`config.mk`:
```
export PLATFORM = sky130hd
export DESIGN_NAME = add8u_err_monitor_flat
export DESIGN_NICKNAME = d
export VERILOG_FILES = /design/src/rtl/add8u_err_monitor_if.sv /design/src/rtl/add8u_err_monitor.sv /design/src/flat_wrapper.sv
export SDC_FILE = /design/constraint.sdc
export NUM_CORES = 1
export LEC_CHECK = 0
export ABC_AREA = 1
export CORE_MARGIN = 4
export CORE_UTILIZATION = 40
export CTS_BUF_LIST = sky130_fd_sc_hd__clkbuf_2
export CTS_CLUSTER_SIZE = 40
export DETAILED_ROUTE_END_ITERATION = 10
export SLEW_MARGIN = 0
export SYNTH_ARGS = -nofsm -noshare
export SYNTH_HDL_FRONTEND = slang
export SYNTH_SLANG_ARGS = --single-unit
```
`constraint.sdc`:
```
create_clock -name clk -period 7.8 [get_ports clk]
set_input_delay 0.78 -clock clk [delete_from_list [all_inputs] [get_ports clk]]
set_output_delay 0.78 -clock clk [all_outputs]
set_load 0.01 [all_outputs]
```
`src/rtl/add8u_err_monitor_if.sv`:
```
// Handshake and result bus between a stimulus source and add8u_err_monitor.
interface add8u_err_monitor_if #(
  parameter int W     = 8,
  parameter int CNT_W = 16,
  parameter int SUM_W = CNT_W + W + 1
);
  logic             start;
  logic [CNT_W-1:0] n_samples;
  logic             in_valid;
  logic             in_ready;
  logic [W-1:0]     a;
  logic [W-1:0]     b;
  logic [W:0]       o_approx;
  logic             busy;
  logic             done;
  logic [CNT_W-1:0] sample_cnt;
  logic [SUM_W-1:0] err_sum;
  logic [W:0]       wce;
  logic [W-1:0]     wce_a;
  logic [W-1:0]     wce_b;
  logic [CNT_W-1:0] err_cnt;

  modport master (
    output start, n_samples, in_valid, a, b, o_approx,
    input  in_ready, busy, done, sample_cnt, err_sum, wce, wce_a, wce_b, err_cnt
  );

  modport slave (
    input  start, n_samples, in_valid, a, b, o_approx,
    output in_ready, busy, done, sample_cnt, err_sum, wce, wce_a, wce_b, err_cnt
  );
endinterface

```
`src/rtl/add8u_err_monitor.sv`:
```
// Error-metric collector for W-bit unsigned approximate adders: accumulates
// sum of absolute error, worst-case error (with its operands) and the count
// of erroneous samples over a run of n_samples triples.
module add8u_err_monitor #(
  parameter int W     = 8,
  parameter int CNT_W = 16,
  parameter int SUM_W = CNT_W + W + 1
) (
  input  logic                clk,
  input  logic                rst,
  add8u_err_monitor_if.slave  bus
);

  typedef enum logic [1:0] {IDLE, RUN, DRAIN, DONE} state_t;

  state_t           state;
  logic [CNT_W-1:0] n_lat;
  logic [CNT_W-1:0] acc_cnt;
  logic             in_ready_r;
  logic             busy_r;
  logic             done_r;

  logic             vld_p0;
  logic             start_ok;

  logic             vld_p1;
  logic [W-1:0]     a_p1;
  logic [W-1:0]     b_p1;
  logic [W:0]       err_p1;

  logic [CNT_W-1:0] sample_cnt_r;
  logic [SUM_W-1:0] err_sum_r;
  logic [W:0]       wce_r;
  logic [W-1:0]     wce_a_r;
  logic [W-1:0]     wce_b_r;
  logic [CNT_W-1:0] err_cnt_r;

  // |o - (x+y)| using a W+2-bit signed difference; magnitude always fits W+1 bits.
  function automatic logic [W:0] abs_err(input logic [W-1:0] op_a,
                                         input logic [W-1:0] op_b,
                                         input logic [W:0]   op_o);
    logic [W:0]          exact;
    logic signed [W+1:0] diff;
    exact = {1'b0, op_a} + {1'b0, op_b};
    diff  = $signed({1'b0, op_o}) - $signed({1'b0, exact});
    if (diff < 0) diff = -diff;
    return diff[W:0];
  endfunction

  // Stage 0: input handshake
  assign vld_p0   = bus.in_valid & in_ready_r;
  assign start_ok = bus.start & ((state == IDLE) | (state == DONE));

  // Run control FSM; in_ready/busy/done are registered alongside the state.
  always_ff @(posedge clk or posedge rst) begin
    if (rst) begin
      state      <= IDLE;
      n_lat      <= '0;
      acc_cnt    <= '0;
      in_ready_r <= 1'b0;
      busy_r     <= 1'b0;
      done_r     <= 1'b0;
    end else begin
      done_r <= 1'b0;
      case (state)
        IDLE, DONE: begin
          state <= IDLE;
          if (bus.start) begin
            n_lat   <= bus.n_samples;
            acc_cnt <= '0;
            if (bus.n_samples == '0) begin
              state  <= DONE;
              done_r <= 1'b1;
            end else begin
              state      <= RUN;
              busy_r     <= 1'b1;
              in_ready_r <= 1'b1;
            end
          end
        end
        RUN: begin
          if (vld_p0) begin
            acc_cnt <= acc_cnt + CNT_W'(1);
            if (acc_cnt == n_lat - CNT_W'(1)) begin
              state      <= DRAIN;
              in_ready_r <= 1'b0;
            end
          end
        end
        DRAIN: begin
          // Stage 1 empty means the last sample has reached the accumulators.
          if (!vld_p1) begin
            state  <= DONE;
            busy_r <= 1'b0;
            done_r <= 1'b1;
          end
        end
        default: state <= IDLE;
      endcase
    end
  end

  // Stage 1 valid bit: bubbles advance every cycle.
  always_ff @(posedge clk or posedge rst) begin
    if (rst) vld_p1 <= 1'b0;
    else     vld_p1 <= vld_p0;
  end

  // Stage 1 data: exact sum and absolute error, operands carried alongside.
  always_ff @(posedge clk) begin
    a_p1   <= bus.a;
    b_p1   <= bus.b;
    err_p1 <= abs_err(bus.a, bus.b, bus.o_approx);
  end

  // Stage 2: accumulators, cleared by an accepted start; strict > keeps the earliest tie.
  always_ff @(posedge clk or posedge rst) begin
    if (rst) begin
      sample_cnt_r <= '0;
      err_sum_r    <= '0;
      wce_r        <= '0;
      wce_a_r      <= '0;
      wce_b_r      <= '0;
      err_cnt_r    <= '0;
    end else if (start_ok) begin
      sample_cnt_r <= '0;
      err_sum_r    <= '0;
      wce_r        <= '0;
      wce_a_r      <= '0;
      wce_b_r      <= '0;
      err_cnt_r    <= '0;
    end else if (vld_p1) begin
      sample_cnt_r <= sample_cnt_r + CNT_W'(1);
      err_sum_r    <= err_sum_r + SUM_W'(err_p1);
      err_cnt_r    <= err_cnt_r + CNT_W'(err_p1 != '0);
      if (err_p1 > wce_r) begin
        wce_r   <= err_p1;
        wce_a_r <= a_p1;
        wce_b_r <= b_p1;
      end
    end
  end

  assign bus.in_ready   = in_ready_r;
  assign bus.busy       = busy_r;
  assign bus.done       = done_r;
  assign bus.sample_cnt = sample_cnt_r;
  assign bus.err_sum    = err_sum_r;
  assign bus.wce        = wce_r;
  assign bus.wce_a      = wce_a_r;
  assign bus.wce_b      = wce_b_r;
  assign bus.err_cnt    = err_cnt_r;

endmodule

```
`src/flat_wrapper.sv`:
```
// flat-port wrapper written by rule: the top's interface ports become plain ports
module add8u_err_monitor_flat 
#(
  parameter int W     = 8,
  parameter int CNT_W = 16,
  parameter int SUM_W = CNT_W + W + 1
)
  (clk, rst, bus_start, bus_n_samples, bus_in_valid, bus_a, bus_b, bus_o_approx, bus_in_ready, bus_busy, bus_done, bus_sample_cnt, bus_err_sum, bus_wce, bus_wce_a, bus_wce_b, bus_err_cnt);
  add8u_err_monitor_if #(.W(W), .CNT_W(CNT_W), .SUM_W(SUM_W)) bus_i ();
  input  logic clk;
  input  logic rst;
  input wire logic [$bits(bus_i.start)-1:0] bus_start;
  input wire logic [$bits(bus_i.n_samples)-1:0] bus_n_samples;
  input wire logic [$bits(bus_i.in_valid)-1:0] bus_in_valid;
  input wire logic [$bits(bus_i.a)-1:0] bus_a;
  input wire logic [$bits(bus_i.b)-1:0] bus_b;
  input wire logic [$bits(bus_i.o_approx)-1:0] bus_o_approx;
  output wire logic [$bits(bus_i.in_ready)-1:0] bus_in_ready;
  output wire logic [$bits(bus_i.busy)-1:0] bus_busy;
  output wire logic [$bits(bus_i.done)-1:0] bus_done;
  output wire logic [$bits(bus_i.sample_cnt)-1:0] bus_sample_cnt;
  output wire logic [$bits(bus_i.err_sum)-1:0] bus_err_sum;
  output wire logic [$bits(bus_i.wce)-1:0] bus_wce;
  output wire logic [$bits(bus_i.wce_a)-1:0] bus_wce_a;
  output wire logic [$bits(bus_i.wce_b)-1:0] bus_wce_b;
  output wire logic [$bits(bus_i.err_cnt)-1:0] bus_err_cnt;
  assign bus_i.start = bus_start;
  assign bus_i.n_samples = bus_n_samples;
  assign bus_i.in_valid = bus_in_valid;
  assign bus_i.a = bus_a;
  assign bus_i.b = bus_b;
  assign bus_i.o_approx = bus_o_approx;
  assign bus_in_ready = bus_i.in_ready;
  assign bus_busy = bus_i.busy;
  assign bus_done = bus_i.done;
  assign bus_sample_cnt = bus_i.sample_cnt;
  assign bus_err_sum = bus_i.err_sum;
  assign bus_wce = bus_i.wce;
  assign bus_wce_a = bus_i.wce_a;
  assign bus_wce_b = bus_i.wce_b;
  assign bus_err_cnt = bus_i.err_cnt;
  add8u_err_monitor #(.W(W), .CNT_W(CNT_W), .SUM_W(SUM_W)) u_core (.clk(clk), .rst(rst), .bus(bus_i));
endmodule
```
== Word-level counts from Yosys, hierarchy flattened ==
Cells that the tools add are included.

* Bits in registers: 145
* Bits of input ports: 45
* Word-level logic and storage cells: 88

* $add $sub $neg: 8
* Muxes and demuxes: 36
* Equality and inequality tests: 9
* Bitwise logic cells: 3
* Reductions and logical operators: 14
* $lt $le $gt $ge: 2

{| class="wikitable"
|+ Operators with widths
! kind !! count
|-
| two-way mux 16 bit || 6
|-
| two-way mux 25 bit || 2
|-
| two-way mux 8 bit || 6
|-
| two-way mux 9 bit || 4
|-
| adder 16 x 1 -> 16 bit (second input constant) || 2
|-
| one-hot mux 16 bit (2 select lines) || 1
|-
| adder 25 x 9 -> 25 bit || 1
|-
| adder 16 x 1 -> 16 bit || 1
|-
| == test 16 bit || 1
|-
| logical NOT 16 bit || 1
|-
| subtractor 16 x 1 -> 16 bit (second input constant) || 1
|-
| < comparator 10 x 1 -> 1 bit (second input constant) || 1
|-
| two-way mux 2 bit || 5
|-
| subtractor 9 x 9 -> 10 bit || 1
|-
| adder 8 x 8 -> 9 bit || 1
|-
| greater-than comparator 9 bit || 1
|-
| negator 9 bit || 1
|-
| nonzero test 9 bit || 1
|-
| two-way mux 1 bit || 8
|-
| nonzero test 2 bit || 4
|-
| != test 2 bit (second input constant) || 3
|-
| one-hot mux 1 bit (2 select lines) || 3
|-
| one-hot mux 2 bit (3 select lines) || 1
|-
| AND reduction 3 bit || 2
|-
| 10 further kinds || 14
|}

== Depth between registers and ports, before layout ==
Gate-level depths: netlist of the first run.

* Depth after elaboration: 5
* Depth in mapped cells: 17
* Gate-level depth less buffers: 17

== Worst setup path after synthesis of the first run ==
No wires, ideal clock.

* Path kind: input-to-reg
* Start: input bus_b[0]
* End: register u_core.err_p1[7]
* Setup time: 0.109 ns
* Buffers on the path: 0
* Path slack: 4.829 ns
* Stages on the path: 15
* Arrival: 2.862 ns
* Data required time: 7.691 ns
* Cell sequence: inv_1 > fa_1 > inv_1 > ha_1 > nor2_1 > fa_1 > o21ai_0 > xnor2_1 > nand3_1 > nor2_1 > nand2_1 > nand2_1 > nand2_1 > nand2_1 > inv_1

* Word-level cells in the longest chain between the ends: 4
* Elaborated cells between the ends (all ways): 5

{| class="wikitable"
|+ Ends and longest elaborated chain
! what !! line !! RTL
|-
| from (decl) || flat_wrapper.sv:16 || <nowiki>input wire logic [$bits(bus_i.b)-1:0] bus_b;</nowiki>
|-
| adder 8 x 8 -> 9 bit (*) || add8u_err_monitor.sv:44 || <nowiki>exact = {1'b0, op_a} + {1'b0, op_b};</nowiki>
|-
| subtractor 9 x 9 -> 10 bit (*) || add8u_err_monitor.sv:45 || <nowiki>diff = $signed({1'b0, op_o}) - $signed({1'b0, exact});</nowiki>
|-
| negator 9 bit / < comparator 10 x 1 -> 1 bit (equally long branches) || add8u_err_monitor.sv:46 || <nowiki>if (diff < 0) diff = -diff;</nowiki>
|-
| two-way mux 9 bit (*) || add8u_err_monitor.sv:46 ||
|-
| to (signal assigned) || add8u_err_monitor.sv:113 || <nowiki>err_p1 <= abs_err(bus.a, bus.b, bus.o_approx);</nowiki>
|-
| to (decl) || add8u_err_monitor.sv:29 || <nowiki>logic [W:0] err_p1;</nowiki>
|}

Every way passes the cells marked *; elsewhere a longest branch is shown, timed or not.
A chain may end at the register's enable or synchronous reset.

== Worst setup path after layout of the first run ==
* Start: register u_core.state[0]
* End: register u_core.wce_r[8], in the netlist u_core.bus.wce[8]

* Word-level cells in the longest chain between the ends: 5
* Elaborated cells between the ends (all ways): 8

{| class="wikitable"
|+ Ends and longest elaborated chain
! what !! line !! RTL
|-
| from (decl) || add8u_err_monitor.sv:16 || <nowiki>state_t state;</nowiki>
|-
| from (signal assigned) || add8u_err_monitor.sv:57 || <nowiki>state <= IDLE;</nowiki>
|-
| from (signal assigned) || add8u_err_monitor.sv:67 || <nowiki>state <= IDLE;</nowiki>
|-
| from (signal assigned) || add8u_err_monitor.sv:72 || <nowiki>state <= DONE;</nowiki>
|-
| == test 2 bit / logical NOT 2 bit (equally long branches) || add8u_err_monitor.sv:52 || <nowiki>assign start_ok = bus.start & ((state == IDLE) | (state == DONE));</nowiki>
|-
| bitwise OR 1 bit (*) || add8u_err_monitor.sv:52 ||
|-
| bitwise AND 1 bit (*) || add8u_err_monitor.sv:52 ||
|-
| nonzero test 2 bit (no source line) || - ||
|-
| AND reduction 2 bit (no source line) || - ||
|-
| to (signal assigned) || add8u_err_monitor.sv:137 || <nowiki>wce_r <= err_p1;</nowiki>
|-
| to (decl) || add8u_err_monitor.sv:33 || <nowiki>logic [W:0] wce_r;</nowiki>
|}

Marked as above.

==> results of run 1 <==
critical path, cell delays in order (launching register included):
cell and delay, ns:
dfrtp_1 0.42, inv_1 0.05, ha_1 0.39, nand2_4 0.35, buf_4 0.58, nand3_1 0.73, o22ai_1 0.39
cell usage after synthesis, types with 3 or more instances:
cell,instances
dfxtp_1,25
buf_2,6
o21ai_1,11
nor2_4,3
a22o_1,4
nor2_2,7
nor3_2,6
a21oi_1,62
nor2_1,76
nand2_1,185
nor4_1,9
xnor2_1,16
xor2_1,12
dfrtp_1,120
nand3b_1,5
ha_1,37
clkbuf_1,9
inv_1,158
nand2_2,3
nand4_1,21
o21ai_0,75
fa_1,9
nor3_1,26
nand3_1,75
a21o_1,4
inv_2,4
a31oi_1,7
o22ai_1,3
layer usage:
metal | vias up | global-route usage (%) | share of wire [%]
met2 | 139 | 30.5 | 46
met4 | 0 | 3.93 | 0.83
met5 | - | 0 | 0
li1 | 3584 | - | -
met3 | 14 | 4.78 | 5.2
met1 | 3291 | 25.7 | 48
flip-flops by register name (all words and copies together), names as in the netlist, 9 cells and up:
register               flops
u_core.bus.err_sum        25
u_core.acc_cnt            16
u_core.bus.err_cnt        16
u_core.bus.sample_cnt     16
u_core.n_lat              16
u_core.bus.wce             9
u_core.err_p1              9
cell usage in the layout (no fill, tap or decap), types with 5 or more instances in the layout:
cell,count
inv_1,157
clkinv_2,6
o21ai_1,11
o21ai_0,75
nand3_1,75
xor2_1,12
xnor2_1,16
nor2_2,7
dfrtp_1,120
nor4_1,9
ha_1,37
clkbuf_2,18
nand3b_1,5
clkdlybuf4s50_1,129
dfxtp_1,25
a31oi_1,7
fa_1,9
nor2_1,76
nand2_1,185
a21oi_1,62
nor3_2,6
nand4_1,21
nor3_1,26
stage by stage:
stage               cell area (um^2)  hold slack (ns)  worst slack, ns  util, %  power, mW
detailed placement              9640            0.427             4.16     49.0       2.51
global route                    9870            0.396             4.40     50.2       3.21
floorplan                       8070            0.415             3.83        -       2.04
finish                          9870            0.444             4.77     50.2       2.92
CTS                             9870            0.424             4.70     50.2       2.96
global placement                9640            0.417             4.20     49.0       2.50
worst min-delay path by stage:
stage                                 startpoint                              end  slack (ns)  cells past startpoint
final                     u_core.a_p1[4]$_DFF_P_  u_core.bus.wce_a[4]$_DFFE_PP0P_        0.44                      2
after CTS                               bus_b[7]           u_core.b_p1[7]$_DFF_P_        0.42                      1
after detailed placement  u_core.a_p1[5]$_DFF_P_  u_core.bus.wce_a[5]$_DFFE_PP0P_        0.43                      2
after floorplan           u_core.a_p1[0]$_DFF_P_  u_core.bus.wce_a[0]$_DFFE_PP0P_        0.41                      2
after global routing                    bus_a[4]           u_core.a_p1[4]$_DFF_P_        0.40                      1
after global placement    u_core.a_p1[4]$_DFF_P_  u_core.bus.wce_a[4]$_DFFE_PP0P_        0.42                      2
power by group through the flow:
stage | Sequential [mW] | Clock (mW) | Combinational, mW
detailed placement | 1.12 | 0 | 1.40
floorplan | 1.10 | 0 | 0.940
finish | 1.10 | 0.432 | 1.39
global route | 1.13 | 0.486 | 1.59
global placement | 1.12 | 0 | 1.38
CTS | 1.11 | 0.452 | 1.40
cell families after synthesis:
logic type | count (synthesis) | share of synthesized area, %
xor+xnor | 28 | 3.04
compound gates | 179 | 12.1
fa+ha+maj | 46 | 7.97
buf+inv | 182 | 8.62
flops | 145 | 43.4
simple gates | 428 | 24.8
final cells by class:
cell class              count  area [um^2]
diodes                      1         2.50
clock buffers              18         90.1
clock inverters            14          143
fillers                  2022         9780
inverters                 164          619
multi-input cells         681         3880
flip-flops and latches    145         3500
well taps                 265          332
repair buffers            131         1310
==> impl_metrics.yaml, run 1 <==
clocking:
  cts_hold_buffers: 0
  cts_inserted_buffers: 17
  cts_tree: "yes"
  htreeDepth: 4
  cts-root-buf: "clkbuf_2"
  path_clk_slew_ns: 0.22
  ctsResizeCount: 0
  clock_latency_ns: 0.72
  cts_setup_buffers: 0
  cts_buffer_depth: 2
  cts_sinks: 145
setup_path:
  worst_ep_arrival_time_ns: 3.63
  cp-start-kind: "flip-flop"
  worstRegToRegCells: 6
  endpoint_kind: "flip-flop"
  r2r_slack_ns: 4.77
  crit_required_ns: 8.41
  crit_path_end: "u_core.bus.wce[8]$_DFFE_PP0P_"
  worstPathMaxFanout: 57
  crit_path_start: "u_core.state[0]$_DFFE_PP0P_"
  r2r-start: "u_core.state[0]$_DFFE_PP0P_"
  criticalPathCategory: "flip-flop to flip-flop"
  r2r_end: "u_core.bus.wce[8]$_DFFE_PP0P_"
timing:
  hold_viol: 0
  drv_slew: 0
  clock-skew-final_ns: 0.0466
  post-route-period-util_pct: 38.8
  rsz0062_at_grt: "no"
  fmax_mhz: 330
  max-slew-margin-rel_pct: 36.6
  layout_min_cycle_time_ns: 3.03
  worst_slew_pin_slew_ns: 0.947
  finalSetupViolCount: 0
  setup_tns_ns: 0
global_route:
  grt_pass1_wl_um: 33900
  grt_max_degree: 73
  antenna_found_initial: 1
  grt_util_all_layers_pct: 18.8
  grt_pass1_vias: 6811
  grt-ovfl-total: 0
floorplan:
  num_rows: 51
  initial_core_util_pct: 41.1
  ios: 130
  die_x_um: 150
  core_area_mm2: 0.0197
  die_area_mm2: 0.0225
  die_y_um: 150
pwr:
  p_seq_share_pct: 37.8
  swShare_pct: 43.9
  leakagePower_nw: 4.56
  power.net_switching_mw: 1.28
  p_clk_share_pct: 14.8
  p_comb_share_pct: 47.5
  intPower_mw: 1.64
  vdd_drop_max_mv: 0.164
  power_density_mw_per_mm2: 296
place:
  portBuffers: 129
  dp_cells: 1386
  place_hpwl_um: 15100
  gp_congestion: 0.822
synthesis:
  yosys_warnings: 0
  async_flop_share_pct: 82.8
  ys.flop_type: "dfrtp_1"
  synth_seq_cells: 145
  synth.top_cell.area_share_pct: 37.2
  ys_types: 50
  syn_area_per_cell_um2: 8.01
  synth.cell_area_mm2: 0.00807
  synth_edf_count: 0
  yosysSeqAreaShare_pct: 43.4
  synth_largest_area_cell: "dfrtp_1"
  synth_nets: 1099
  syn-instance-count: 1008
  synth_area_leaders: "dfrtp_1 (37%), nand2_1 (8.6%), inv_1 (7.3%), dfxtp_1 (6.2%), ha_1 (5.7%)"
cells_and_area:
  drive_gt1_share_pct: 5.90
  area_growth_pct: 22.3
  final_cells: 1419
  fin_nets: 1231
detailed_routing:
  drtIter0Drc: 352
  drtPass1Iterations: 5
  wl_um: 20200
  vias: 7028
  vias_per_cell: 4.95
  drc_errors: 0
  wire_per_inst_um: 14.2
  postRouteAntennaNets: 0
min_path:
  hold_class: "flip-flop to flip-flop"
job:
  maxCapViolCount: 0
status:
  outcome: "completed"
Note: power is estimated with default switching activity, not from simulation.
==> inputs of run 2 (changes only) <==
Clock period 7.8 ns to 2.5 ns, I/O delays scaled along.
==> run 2 against run 1 <==
Compared with the run above: sequential cell count unchanged; hold slack worse by 0.33 ns; power increased to 3.3 times the previous value; core utilization increased by 3.1 points; non-clock buffer count up 63; count of clock-buffer cells in the layout unchanged; cell area rose by 6.2%; critical path type is now input port to flip-flop; critical path depth grew 5; die area unchanged; combinational power grew to 3.4 times the previous value.
==> impl_metrics.yaml, run 2 (synthesis gave the netlist of run 1 again) <==
global_route:
  grt_max_degree: 60
  grt-ovfl-total: 0
  grt_util_all_layers_pct: 19.0
  met3_usage_pct: 4.72
  grt-busiest-layer: "met2"
  use_met1_pct: 26.3
  antenna_found_initial: 1
  use_met2_pct: 30.3
  grt_pass1_vias: 6795
  grt_pass1_wl_um: 34300
job:
  maxCapViolCount: 0
timing:
  finalWorstSetupSlack_ns: 0.0355
  hold_viol: 0
  max-slew-margin-rel_pct: 64.0
  finalSetupViolCount: 0
  fmax_mhz: 406
  clock-skew-final_ns: 0.0401
  worst_slew_pin_slew_ns: 0.540
  drv_slew: 0
  whs_ns: 0.112
  setup_tns_ns: 0
  post-route-period-util_pct: 98.6
  layout_min_cycle_time_ns: 2.46
cells_and_area:
  largest_reg_flops: 25
  final_cell_area_mm2: 0.0105
  mostFrequentLayoutCell: "nand2_1"
  fin_nets: 1294
  drive_gt1_share_pct: 10.8
  area_growth_pct: 29.9
  final_cell_mix: "nand2_1 (184), inv_1 (156), clkdlybuf4s50_1 (129)"
floorplan:
  initial_core_util_pct: 41.1
  die_x_um: 150
  die_y_um: 150
  num_rows: 51
  die_area_mm2: 0.0225
  core_area_mm2: 0.0197
  ios: 130
pwr:
  power_density_mw_per_mm2: 930
  total_power_mw: 9.75
  leakagePower_nw: 4.88
  vdd_drop_max_mv: 0.512
clocking:
  cts_sinks: 145
  path_clk_slew_ns: 0.22
  cts_buffer_depth: 2
  cts_inserted_buffers: 17
  cts-root-buf: "clkbuf_2"
  cts_tree: "yes"
  clock_latency_ns: 0.69
  htreeDepth: 4
place:
  portBuffers: 129
  place_hpwl_um: 15600
  placed_area_mm2: 0.0100
  gp_congestion: 0.849
  pre_cts_slack_ns: -0.561
setup_path:
  cp-start-kind: "input port"
  r2r_slack_ns: 0.23
  endpoint_kind: "flip-flop"
  criticalPathCategory: "input port to flip-flop"
  worstRegToRegCells: 16
  crit_required_ns: 3.10
  worstPathMaxFanout: 3
  worst_ep_arrival_time_ns: 3.06
min_path:
  hold_class: "input port to flip-flop"
  hold_depth: 3
status:
  outcome: "completed"
detailed_routing:
  wl_um: 20700
  vias_per_cell: 4.86
  drc_errors: 0
  postRouteAntennaNets: 0
  drtPass1Iterations: 5
  drtIter0Drc: 433
  vias: 7204
  wire_per_inst_um: 13.9
-- run 2: where the power goes --
part	leakage, nW	internal, mW	switching, mW
combinational	2.91	2.07	2.69
sequential	1.81	2.89	0.548
clock	0.164	0.659	0.903
-- run 2: critical path, stage by stage --
cell	delay, ns
dlygate4sd3_1	0.53
clkdlybuf4s50_1	0.50
inv_1	0.05
fa_1	0.37
ha_1	0.31
a21o_1	0.18
a221oi_1	0.29
nand3_1	0.16
buf_4	0.18
nor2_1	0.11
xnor2_1	0.13
-- run 2: layout make-up --
class	count	area, um^2
fillers	1917	9170
multi-input cells	681	3910
flip-flops and latches	145	3510
repair buffers	194	1830
inverters	164	621
well taps	265	332
clock inverters	14	190
clock buffers	18	90.1
diodes	1	2.50
-- run 2: path summary, 6_finish.rpt --
check | start | endpoint
worst max-delay path | bus_a[5] | u_core.err_p1[3]$_DFF_P_
worst min-delay path | bus_n_samples[1] | u_core.n_lat[1]$_DFFE_PP0P_
worst max register to register | u_core.bus.err_sum[0]$_DFFE_PP0P_ | u_core.bus.err_sum[18]$_DFFE_PP0P_
worst min register to register | u_core.a_p1[3]$_DFF_P_ | u_core.bus.wce_a[3]$_DFFE_PP0P_
max in group asynchronous | rst | u_core.bus.err_cnt[5]$_DFFE_PP0P_
min in group asynchronous | rst | u_core.bus.err_sum[16]$_DFFE_PP0P_
-- run 2: routing by layer --
metal / part of all wire, % / wire length, um / vias to the layer above
met2: 46 / 9470 / 153
met3: 5.5 / 1130 / 8
met4: 0.70 / 144 / 0
met1: 48 / 9930 / 3323
li1: - / - / 3720
met5: 0 / 0 / -
-- run 2: timing repair --
item | CTS | global route
setup endpoints to repair | 0 | 12
resized for setup | 0 | 12
hold buffers | 11 | 0
endpoints found under the hold margin | 28 | 0
setup buffers | 0 | 4
-- run 2: metrics by stage --
stage,instances,util (%)
after global placement,1434,51.0
final,1482,53.4
after global routing,1482,53.4
after floorplan,1008,-
after detailed placement,1434,51.0
after CTS,1477,53.0
==> inputs of run 3 (changes only) <==
Settings changed: ABC_AREA 1 to not set, PLACE_DENSITY set to 0.65.
==> run 3 against run 2 <==
Compared with the run above: the flow now finishes with violations (setup timing); highest routed layer unchanged; cell area rose by 0.76%; synthesized cell count is 18% lower; count of clock-buffer cells in the layout decreased by 1; hold slack got worse by 0.032 ns; largest cell class unchanged; final cell count decreased by 10%; critical path type is now flip-flop to flip-flop; die area fell by 3.3%; routed wire length decreased by 3.2%; critical path depth unchanged.
==> impl_metrics.yaml, run 3 <==
status:
  outcome: "complete, but fails checks"
  violations: "setup timing"
floorplan:
  core_area_mm2: 0.0190
  die_area_mm2: 0.0218
  ios: 130
  num_rows: 50
  die_x_um: 148
  initial_core_util_pct: 41.1
  die_y_um: 148
cells_and_area:
  diodes: 0
  final_cells: 1327
  final_cell_mix: "clkdlybuf4s50_1 (126), dfrtp_1 (120), nor2_1 (104)"
  multi_input_area_mm2: 0.00412
  fillCellCount: 1713
  fin_nets: 1145
  largest_reg_flops: 25
  mostFrequentLayoutCell: "clkdlybuf4s50_1"
  area_growth_pct: 35.7
  register_area_mm2: 0.00350
  drive_gt1_share_pct: 15.5
synthesis:
  syn_area_per_cell_um2: 9.41
  synth_most_common_cell: "dfrtp_1"
  synth_largest_area_cell: "dfrtp_1"
  ys.flop_type: "dfrtp_1"
  syn-instance-count: 828
  async_flop_share_pct: 82.8
  synth.cell_area_mm2: 0.00779
  synth_edf_count: 0
  ys_types: 69
  yosysSeqAreaShare_pct: 45.0
  synth.top_cell.area_share_pct: 38.5
  synth_seq_cells: 145
  synth_area_leaders: "dfrtp_1 (39%), dfxtp_1 (6.4%), ha_1 (5.9%), nor2_1 (5.1%), xor2_1 (4.4%)"
  synth_nets: 919
  yosys_warnings: 0
  synth_common_cells: "dfrtp_1 (120), nor2_1 (106), nand2_1 (83)"
clocking:
  cts_inserted_buffers: 17
  cts_buffer_depth: 2
  path_clk_slew_ns: 0.22
  cts_tree: "yes"
  cts_sinks: 145
  clock_latency_ns: 0.74
  cts-root-buf: "clkbuf_2"
  htreeDepth: 4
pwr:
  p_seq_share_pct: 33.9
  power_density_mw_per_mm2: 949
  power.net_switching_mw: 4.20
  leakagePower_nw: 4.81
  p_comb_share_pct: 53.5
  vdd_drop_max_mv: 0.666
  swShare_pct: 41.9
  total_power_mw: 10.0
  p_clk_share_pct: 12.7
  intPower_mw: 5.83
place:
  portBuffers: 129
  place_hpwl_um: 14600
  dp_cells: 1268
  gp_congestion: 0.846
setup_path:
  endpoint_kind: "flip-flop"
  crit_path_start: "u_core.n_lat[1]$_DFFE_PP0P_"
  r2r-start: "u_core.n_lat[1]$_DFFE_PP0P_"
  r2r_end: "u_core.state[1]$_DFFE_PP0P_"
  r2r_slack_ns: -0.18
  critPathMaxStageDelay_ns: 0.44
  worst_path_max_delay_cell: "dfrtp_1"
  crit_path_end: "u_core.state[1]$_DFFE_PP0P_"
  worstPathMaxFanout: 4
  critical_path.cell_chain: "inv_2 -> ha_4 -> or3b_4 -> or4_4 -> a211oi_2 -> o2111ai_2 -> buf_4 -> o41ai_2 -> buf_4 -> a21oi_2 -> a31oi_1"
  cp-start-kind: "flip-flop"
  cpMostUsedCell: "buf_4"
  worstRegToRegCells: 11
  criticalPathCategory: "flip-flop to flip-flop"
  crit_required_ns: 3.15
  worst_ep_arrival_time_ns: 3.33
timing:
  fmax_mhz: 373
  post-route-period-util_pct: 107
  finalSetupViolCount: 3
  finalWorstSetupSlack_ns: -0.182
  layout_min_cycle_time_ns: 2.68
  hold_viol: 0
  rsz0062_at_grt: "yes"
  clock-skew-final_ns: 0.0387
  whs_ns: 0.0799
  worst_slew_pin_slew_ns: 0.552
  setup_tns_ns: -0.499
  max-slew-margin-rel_pct: 63.1
  drv_slew: 0
detailed_routing:
  drc_errors: 0
  postRouteAntennaNets: 0
  wire_per_inst_um: 15.1
  vias_per_cell: 5.02
  drtIter0Drc: 310
  drtPass1Iterations: 6
  vias: 6660
  wl_um: 20000
global_route:
  grt_util_all_layers_pct: 18.4
  grt_max_degree: 72
  grt-ovfl-total: 0
  grt_pass1_vias: 6635
  antenna_found_initial: 0
  grt_pass1_wl_um: 33100
min_path:
  hp-start: "bus_n_samples[9]"
  hold_class: "input port to flip-flop"
job:
  maxCapViolCount: 0
==> run 3: worst min path at each step <==
stage                                                 end  cells after the start  slack (ns)
after global routing               u_core.a_p1[6]$_DFF_P_                      2        0.01
after detailed placement  u_core.bus.wce_b[3]$_DFFE_PP0P_                      2        0.46
after floorplan                    u_core.a_p1[0]$_DFF_P_                      0        0.28
final                         u_core.n_lat[9]$_DFFE_PP0P_                      3        0.08
after CTS                          u_core.b_p1[2]$_DFF_P_                      2       0.002
after global placement    u_core.bus.wce_a[6]$_DFFE_PP0P_                      2        0.45
==> run 3: power groups by stage <==
stage	clock network, mW	registers [mW]	logic [mW]
after global placement	0	3.44	5.03
after global routing	1.42	3.48	5.97
final	1.27	3.40	5.37
after detailed placement	0	3.43	5.12
after CTS	1.32	3.40	5.22
after floorplan	0	3.43	3.04
==> run 3: cells by family (layout without fill, tap and decap cells) <==
kind of cell               after synthesis  count (layout)  synth area share (%)
adders and majority gates               46              46                  8.25
DFF                                    145             145                  45.0
AOI/OAI and AO/OA                      137             137                  11.1
and+or+nand+nor                        316             316                  19.4
xor gates and xnor gates                70              70                  7.87
muxes                                   32              32                  4.29
buffers and inverters                   82             321                  4.16
==> run 3: metrics by stage <==
stage | instance area [um^2] | setup WS (ns) | util [%]
floorplan | 7850 | -0.156 | -
global placement | 10000 | -0.674 | 52.8
detailed placement | 10000 | -0.710 | 52.8
CTS | 10400 | -0.172 | 54.8
global route | 10600 | -0.298 | 55.8
finish | 10600 | -0.182 | 55.8
==> run 3: layout make-up <==
cell class              count  share of cell area [%]
clock buffers              17                   0.805
well taps                 260                    3.08
flip-flops and latches    145                    33.1
multi-input cells         601                    38.9
repair buffers            235                    20.9
clock inverters            15                    1.20
inverters                  54                    1.98
==> run 3: what timing repair did <==
action	4_1_cts	5_1_grt
hold endpoints to repair	25	3
endpoints found under the setup margin	5	34
resized for setup	5	24
gates cloned	0	1
hold buffers	14	3
pin swaps	0	19
buffers inserted	2	7
==> run 3: metal layers <==
metal	part of all wire, %	GRT usage (%)	wire length (um)	vias to the layer above
met2	49	30.7	9740	122
li1	-	-	-	3313
met3	5.2	5.40	1030	14
met5	0	0	0	-
met4	1.0	4.24	202	0
met1	45	23.9	9040	3211
==> run 3: critical path: cells and delay by family, from the launching register on <==
family / cells / cell delay [ns]
AOI/OAI and AO/OA: 5 / 0.83
DFF: 1 / 0.44
buffers and inverters: 3 / 0.43
and+or+nand+nor: 2 / 0.79
adders and majority gates: 1 / 0.13
